===== config.mk =====
export PLATFORM = sky130hd
export DESIGN_NAME = deca_vip_mem_stream_reader
export DESIGN_NICKNAME = d
export VERILOG_FILES = /design/src/rtl/deca_vip_rdm_pkg.sv /design/src/rtl/deca_vip_rdm_fifo.sv /design/src/rtl/deca_vip_mem_stream_reader.sv
export SDC_FILE = /design/constraint.sdc
export NUM_CORES = 1
export LEC_CHECK = 0
export BUFFER_PORTS_ARGS = -buffer_cell sky130_fd_sc_hd__buf_2
export CELL_PAD_IN_SITES_DETAIL_PLACEMENT = 1
export CELL_PAD_IN_SITES_GLOBAL_PLACEMENT = 1
export CORE_ASPECT_RATIO = 0.8
export CORE_MARGIN = 2
export CORE_UTILIZATION = 51
export DETAILED_ROUTE_END_ITERATION = 8
export GPL_ROUTABILITY_DRIVEN = 0
export GPL_TIMING_DRIVEN = 0
export PLACE_DENSITY = 0.95
export SLEW_MARGIN = 20
export SYNTH_ARGS = -nofsm -noshare
export SYNTH_HDL_FRONTEND = slang
export SYNTH_SLANG_ARGS = --single-unit

===== constraint.sdc =====
create_clock -name clk -period 21.5 [get_ports clk]
set_input_delay 3.225 -clock clk [delete_from_list [all_inputs] [get_ports clk]]
set_output_delay 3.225 -clock clk [all_outputs]
set_load 0.01 [all_outputs]

===== src/rtl/deca_vip_rdm_pkg.sv =====
// Shared types, default widths and address helpers for the VIP memory stream reader.
package deca_vip_rdm_pkg;

  localparam int RDM_ADDR_W    = 15;
  localparam int RDM_DATA_W    = 32;
  localparam int RDM_MEM_WORDS = 17500;

  typedef enum logic [1:0] {
    IDLE,
    ISSUE,
    DRAIN
  } rdm_state_e;

  // Next word address; the memory is not a power of two deep, so wrap explicitly.
  function automatic int unsigned wrap_inc(input int unsigned addr, input int unsigned words);
    return (addr + 1 >= words) ? 0 : addr + 1;
  endfunction

endpackage


===== src/rtl/deca_vip_rdm_fifo.sv =====
// Show-ahead FIFO holding returned read words (with sop/eop tags) ahead of the stream port.
module deca_vip_rdm_fifo #(
  parameter int WIDTH = 34,
  parameter int DEPTH = 4,
  parameter int PTR_W = (DEPTH > 1) ? $clog2(DEPTH) : 1,
  parameter int CNT_W = $clog2(DEPTH + 1)
) (
  input  logic             clk,
  input  logic             reset,
  input  logic             push,
  input  logic             pop,
  input  logic [WIDTH-1:0] wdata,
  output logic [WIDTH-1:0] rdata,
  output logic [CNT_W-1:0] count,
  output logic             full,
  output logic             empty
);

  logic [WIDTH-1:0] mem_q [DEPTH];
  logic [WIDTH-1:0] mem_d [DEPTH];
  logic [PTR_W-1:0] wr_ptr_q, wr_ptr_d, rd_ptr_q, rd_ptr_d;
  logic [CNT_W-1:0] count_q, count_d;
  logic             do_push, do_pop;

  assign empty   = (count_q == '0);
  assign full    = (count_q == CNT_W'(DEPTH));
  assign count   = count_q;
  assign rdata   = mem_q[rd_ptr_q];
  assign do_pop  = pop && !empty;
  // A push into a full FIFO is only legal when the head leaves in the same cycle.
  assign do_push = push && (!full || do_pop);

  always_comb begin
    mem_d    = mem_q;
    wr_ptr_d = wr_ptr_q;
    rd_ptr_d = rd_ptr_q;
    count_d  = count_q;
    if (do_push) begin
      mem_d[wr_ptr_q] = wdata;
      wr_ptr_d        = wr_ptr_q + 1'b1;
    end
    if (do_pop) begin
      rd_ptr_d = rd_ptr_q + 1'b1;
    end
    case ({do_push, do_pop})
      2'b10:   count_d = count_q + 1'b1;
      2'b01:   count_d = count_q - 1'b1;
      default: count_d = count_q;
    endcase
  end

  always_ff @(posedge clk or posedge reset) begin
    if (reset) begin
      mem_q    <= '{default: '0};
      wr_ptr_q <= '0;
      rd_ptr_q <= '0;
      count_q  <= '0;
    end else begin
      mem_q    <= mem_d;
      wr_ptr_q <= wr_ptr_d;
      rd_ptr_q <= rd_ptr_d;
      count_q  <= count_d;
    end
  end

  a_no_overflow: assert property (@(posedge clk) disable iff (reset) !(push && full && !pop));

endmodule


===== src/rtl/deca_vip_mem_stream_reader.sv =====
// Avalon-MM read master that streams a programmed run of memory words out as an
// Avalon-ST packet, using read credits so in-flight data always fits the FIFO.
module deca_vip_mem_stream_reader
  import deca_vip_rdm_pkg::*;
#(
  parameter int ADDR_W       = RDM_ADDR_W,
  parameter int DATA_W       = RDM_DATA_W,
  parameter int MEM_WORDS    = RDM_MEM_WORDS,
  parameter int READ_LATENCY = 1,
  parameter int FIFO_DEPTH   = 4
) (
  input  logic              clk,
  input  logic              reset,
  input  logic              start,
  input  logic [ADDR_W-1:0] base_addr,
  input  logic [15:0]       word_count,
  output logic              busy,
  output logic              done,
  output logic [ADDR_W-1:0] m_address,
  output logic              m_chipselect,
  output logic              m_write,
  output logic [3:0]        m_byteenable,
  output logic              m_clken,
  input  logic [DATA_W-1:0] m_readdata,
  output logic [DATA_W-1:0] st_data,
  output logic              st_valid,
  input  logic              st_ready,
  output logic              st_sop,
  output logic              st_eop
);

  localparam int ENT_W = DATA_W + 2;
  localparam int CNT_W = $clog2(FIFO_DEPTH + 1);

  rdm_state_e              state_q, state_d;
  logic [ADDR_W-1:0]       addr_q, addr_d;
  logic [15:0]             remaining_q, remaining_d;
  logic [15:0]             len_q, len_d;
  logic [15:0]             rx_idx_q, rx_idx_d;
  logic                    done_q, done_d;
  logic [READ_LATENCY-1:0] pipe_q, pipe_d;
  logic [7:0]              inflight_cnt;
  logic                    issue, credit_ok, push, pop;
  logic [ENT_W-1:0]        push_ent, head_ent;
  logic [CNT_W-1:0]        fifo_count;
  logic                    fifo_full, fifo_empty;
  logic                    head_sop, head_eop;

  // Words are tagged on arrival by their position in the run, so the stream side needs no counter.
  assign push     = pipe_q[READ_LATENCY-1];
  assign push_ent = {(rx_idx_q == 16'd0), (rx_idx_q == len_q - 16'd1), m_readdata};
  assign head_sop = head_ent[ENT_W-1];
  assign head_eop = head_ent[ENT_W-2];
  assign pop      = st_valid && st_ready;

  always_comb begin
    inflight_cnt = '0;
    for (int i = 0; i < READ_LATENCY; i++) begin
      inflight_cnt = inflight_cnt + 8'(pipe_q[i]);
    end
  end

  // Pops are not credited back early; issuing stays safe without a combinational path from st_ready.
  assign credit_ok = !fifo_full &&
                     ((32'(fifo_count) + 32'(inflight_cnt)) < 32'(FIFO_DEPTH));

  always_comb begin
    state_d     = state_q;
    addr_d      = addr_q;
    remaining_d = remaining_q;
    len_d       = len_q;
    rx_idx_d    = rx_idx_q;
    done_d      = 1'b0;
    issue       = 1'b0;
    pipe_d      = pipe_q << 1;
    if (push) begin
      rx_idx_d = rx_idx_q + 16'd1;
    end
    case (state_q)
      IDLE: begin
        if (start) begin
          if (word_count != 16'd0) begin
            addr_d      = base_addr;
            remaining_d = word_count;
            len_d       = word_count;
            rx_idx_d    = 16'd0;
            state_d     = ISSUE;
          end else begin
            done_d = 1'b1;
          end
        end
      end
      ISSUE: begin
        if (credit_ok) begin
          issue       = 1'b1;
          addr_d      = ADDR_W'(wrap_inc(32'(addr_q), 32'(MEM_WORDS)));
          remaining_d = remaining_q - 16'd1;
          if (remaining_q == 16'd1) begin
            state_d = DRAIN;
          end
        end
      end
      DRAIN: begin
        if (pop && head_eop) begin
          state_d = IDLE;
          done_d  = 1'b1;
        end
      end
      default: state_d = IDLE;
    endcase
    pipe_d[0] = issue;
  end

  always_ff @(posedge clk or posedge reset) begin
    if (reset) begin
      state_q     <= IDLE;
      addr_q      <= '0;
      remaining_q <= '0;
      len_q       <= '0;
      rx_idx_q    <= '0;
      done_q      <= 1'b0;
      pipe_q      <= '0;
    end else begin
      state_q     <= state_d;
      addr_q      <= addr_d;
      remaining_q <= remaining_d;
      len_q       <= len_d;
      rx_idx_q    <= rx_idx_d;
      done_q      <= done_d;
      pipe_q      <= pipe_d;
    end
  end

  deca_vip_rdm_fifo #(
    .WIDTH(ENT_W),
    .DEPTH(FIFO_DEPTH),
    .CNT_W(CNT_W)
  ) u_fifo (
    .clk  (clk),
    .reset(reset),
    .push (push),
    .pop  (pop),
    .wdata(push_ent),
    .rdata(head_ent),
    .count(fifo_count),
    .full (fifo_full),
    .empty(fifo_empty)
  );

  assign busy         = (state_q != IDLE);
  assign done         = done_q;
  assign m_address    = addr_q;
  assign m_chipselect = issue;
  assign m_clken      = issue;
  assign m_write      = 1'b0;
  assign m_byteenable = 4'hF;
  assign st_valid     = !fifo_empty;
  assign st_data      = head_ent[DATA_W-1:0];
  assign st_sop       = st_valid && head_sop;
  assign st_eop       = st_valid && head_eop;

endmodule

==> summary.txt <==
Cells and area
  – Final design utilization: 60.4%
  – Number of fill cells: 2,191
  – P&R area growth vs syn: 16.4%
  – Share of cells above drive strength 1: 32.3%
  – # nets final: 1,162

Setup path
  – Worst-path maximum fanout: 10
  – R2R Path Start: len_q[0]$_DFFE_PP0P_
  – Crit. Startpoint: u_fifo.rd_ptr_q[0]$_DFFE_PP0P_
  – Critical path required time: 18.27 ns
  – Arrival time at the worst endpoint: 3.09 ns
  – Critical path's largest stage delay: 0.79 ns
  – Worst setup path category: flop to output port
  – Critical path, cell by cell: clkbuf_1, buf_1, mux4_2, buf_2
  – Critical path endpoint category: output port
  – Critical-path top delay cell: buf_1
  – Critical path launch point type: flop

Die
  – Width of the chip: 166 µm
  – Initial Util: 51.9%
  – Row Count: 47
  – Die ar.: 22,100 µm²
  – Die height: 133 µm
  – IO Pins: 126
  – Core area: 20,600 µm²

Place
  – Count of input and output buffers: 120
  – DP HPWL: 23.5 mm

Synth
  – Post-synthesis cell type count: 61
  – Avg Synthesized Cell Area: 11.4 µm²
  – Post-Synth XOR/XNOR Area: 3.69%
  – Simple-gate area share of the yosys netlist: 12.5%
  – Sequential area share after synthesis: 49.2%
  – Largest family of logic cells by synthesized area: multiplexers
  – Cells after Synth: 933
  – Post-synth top area share: 49.2%
  – Cell taking the most area after synthesis: dfrtp_1
  – Post-synthesis adder-cell area fraction: 1.48%
  – Area contributors post-synth: dfrtp_1 49%, mux2_2 14%, mux4_2 7.2%, nand2_1 3.2%, o21ai_0 2.1%
  – FF+latch count, synth: 210
  – Number of synthesized flops with an enable pin: 0
  – Synthesis Warnings: 0
  – Synth async-reset ratio: 100%
  – Multiplexer area fraction after synthesis: 21.5%
  – Mapped Area: 10,700 µm²
  – Synth Flop Type: dfrtp_1
  – Compound-gate portion of the synthesized area: 7.65%

Power
  – Pleak: 5.44 nW
  – PwrDens: 169 nW/µm²
  – VDD IR max: 0.0000771 V
  – Power Total: 0.00210 W

STA
  – Slew @ Worst Pin: 0.964 ns
  – Final setup fails: 0
  – Setup TNS Final: 0 ns
  – Fin crit period: 6.31 ns
  – Final period util: 29.4%
  – Unrepaired setup endpoints after global routing: no
  – Fin Clk Skew: 0.0233 ns
  – Final Hold Viols: 0
  – Fmax: 158 MHz
  – Relative slew slack: 35.8%
  – Max-slew violations: 0

Drt
  – DR WL/cell: 26.4 µm
  – Drt pass-1 iters: 5
  – Avg Vias per Cell: 6.47
  – Residual DRC: 0
  – Starting DRT DRC Count: 709
  – Detail Route Antenna Nets: 0
  – Via Count: 8,840
  – WL final: 36.0 mm

Clock tree
  – CTS Buf Count: 23
  – CTS tree: yes
  – Clock root buffer: clkbuf_16
  – Clock sinks: 210
  – Bufs on Longest Clock Path: 3
  – Post-CTS Resized: 0
  – Clock transition at path regs: 0.06 ns
  – Max H-tree Level: 1
  – Number of setup buffers added after CTS: 0
  – Hold_buf cts: 0
  – Clock Latency Late Sink: 0.52 ns

Global route
  – Overflow after GRT: 0
  – Initial antenna violation count: 1
  – Largest net degree at the start of global routing: 111
  – GR Util All Layers: 32.8%
  – Vias in the first global route: 9,699
  – Global-route wire length before repair: 56.7 mm

Flow run
  – Max-cap viol count: 0

Run status
  – Status: completed

Hold path
  – Hold Startpoint: u_fifo.mem_q[123]$_DFFE_PP0P_
  – Hold WC Path Type: flop to flop
[placed cells by master, fill, tap and decap left out, types with 4 or more instances in the layout]
cell	instances
nor3_1	26
o211ai_1	8
nor2_1	46
clkinv_2	5
conb_1	5
xor2_1	20
xnor2_1	25
nand4_1	13
nand2_1	90
a31oi_1	11
inv_1	25
buf_2	128
o21ai_0	45
a21oi_1	24
a22oi_1	5
nor2b_1	4
nand3_1	32
mux2i_1	4
ha_1	11
clkbuf_2	4
clkbuf_16	23
a32oi_1	5
o22ai_1	4
and3_1	12
buf_4	8
mux2_2	132
a41oi_1	5
and2_1	9
dfrtp_1	210
nor4_1	15
clkbuf_8	7
clkbuf_1	44
mux4_2	34
or3_1	5
[power by group]
part	switching, W	internal (W)
logic	0.000527	0.000428
clock network	0.000165	0.000231
registers	0.000166	0.000582
total	0.000857	0.00124
[flip-flops by register name (all words and copies together) (netlist names), 2 cells and up]
name             flops
u_fifo.count         3
len_q               16
rx_idx_q            16
u_fifo.rd_ptr_q      2
state_q              2
remaining_q         16
u_fifo.mem_q       136
m_address           15
u_fifo.wr_ptr_q      2
[layout make-up]
| cell class | count | area, µm² | share of cell area, % |
|---|---|---|---|
| antenna | 1 | 2.50 | 0.0201 |
| inverter | 26 | 105 | 0.845 |
| clock inverter | 7 | 62.6 | 0.503 |
| tap | 269 | 337 | 2.71 |
| timing repair buffer | 122 | 656 | 5.27 |
| multi-input combinational | 633 | 5020 | 40.4 |
| buffer | 67 | 315 | 2.54 |
| sequential | 210 | 5260 | 42.3 |
| clock buffer | 32 | 679 | 5.47 |
[final timing paths]
kind	endpoint	depth (start not counted)	slack, ns
min reg2reg	u_fifo.mem_q[123]$_DFFE_PP0P_	1	0.50
min in group asynchronous	u_fifo.mem_q[60]$_DFFE_PP0P_	2	2.67
max	st_data[22]	4	15.19
max in group asynchronous	u_fifo.mem_q[105]$_DFFE_PP0P_	3	18.00
max reg2reg	u_fifo.mem_q[66]$_DFFE_PP0P_	9	18.27
min	u_fifo.mem_q[123]$_DFFE_PP0P_	1	0.50
[through the flow]
step | hold slack (ns) | instance area [µm²] | std cells | setup slack, ns
final | 0.500 | 12400 | 1367 | 15.19
after global routing | 0.517 | 12400 | 1367 | 15.02
after CTS | 0.503 | 12400 | 1366 | 15.14
after detailed placement | 0.489 | 11700 | 1327 | 15.60
after global placement | 0.458 | 11600 | 1325 | 10.16
after floorplan | 0.445 | 10700 | 936 | 12.54
[cell families after synthesis]
family / count (synthesis)
buffers and inverters: 93
AND/OR/NAND/NOR: 272
flip-flops: 210
XOR/XNOR: 45
AO/OA/AOI/OAI: 129
adder cells (fa/ha/maj): 12
multiplexers: 170
other: 2
[worst max-delay path: cells and delay by family, from the launching register on]
kind / cells / cell delay (ns)
multiplexers: 1 / 0.62
buffers and inverters: 3 / 1.56
flip-flops: 1 / 0.39
[synthesized netlist by cell type (2+ instances only)]
library cell,count
a211oi_1,2
a21o_1,2
a21oi_1,24
a22oi_1,5
a311oi_1,2
a31oi_1,11
a32oi_1,5
a41oi_1,5
and2_1,9
and3_1,12
and4_1,3
buf_1,3
buf_2,8
buf_4,8
clkbuf_1,42
clkbuf_2,4
conb_1,2
dfrtp_1,210
ha_1,11
inv_1,26
mux2_2,132
mux2i_1,4
mux4_2,34
nand2_1,90
nand2b_1,3
nand3_1,32
nand4_1,13
nor2_1,46
nor2b_1,4
nor3_1,26
nor3b_1,3
nor4_1,15
nor4b_1,2
o2111ai_1,2
o211ai_1,8
o21ai_0,45
o21bai_1,2
o221ai_1,3
o22ai_1,4
o31ai_1,3
or3_1,5
xnor2_1,25
xor2_1,20
[per-layer routing]
metal / global-route usage, % / up-vias / wire length [µm]
li1: - / 3679 / -
met1: 40.9 / 4514 / 13800
met2: 55.6 / 487 / 17800
met3: 5.53 / 160 / 2450
met4: 16.9 / 0 / 1980
met5: 0 / - / 0
No activity file was read; power rests on OpenSTA's default activity.
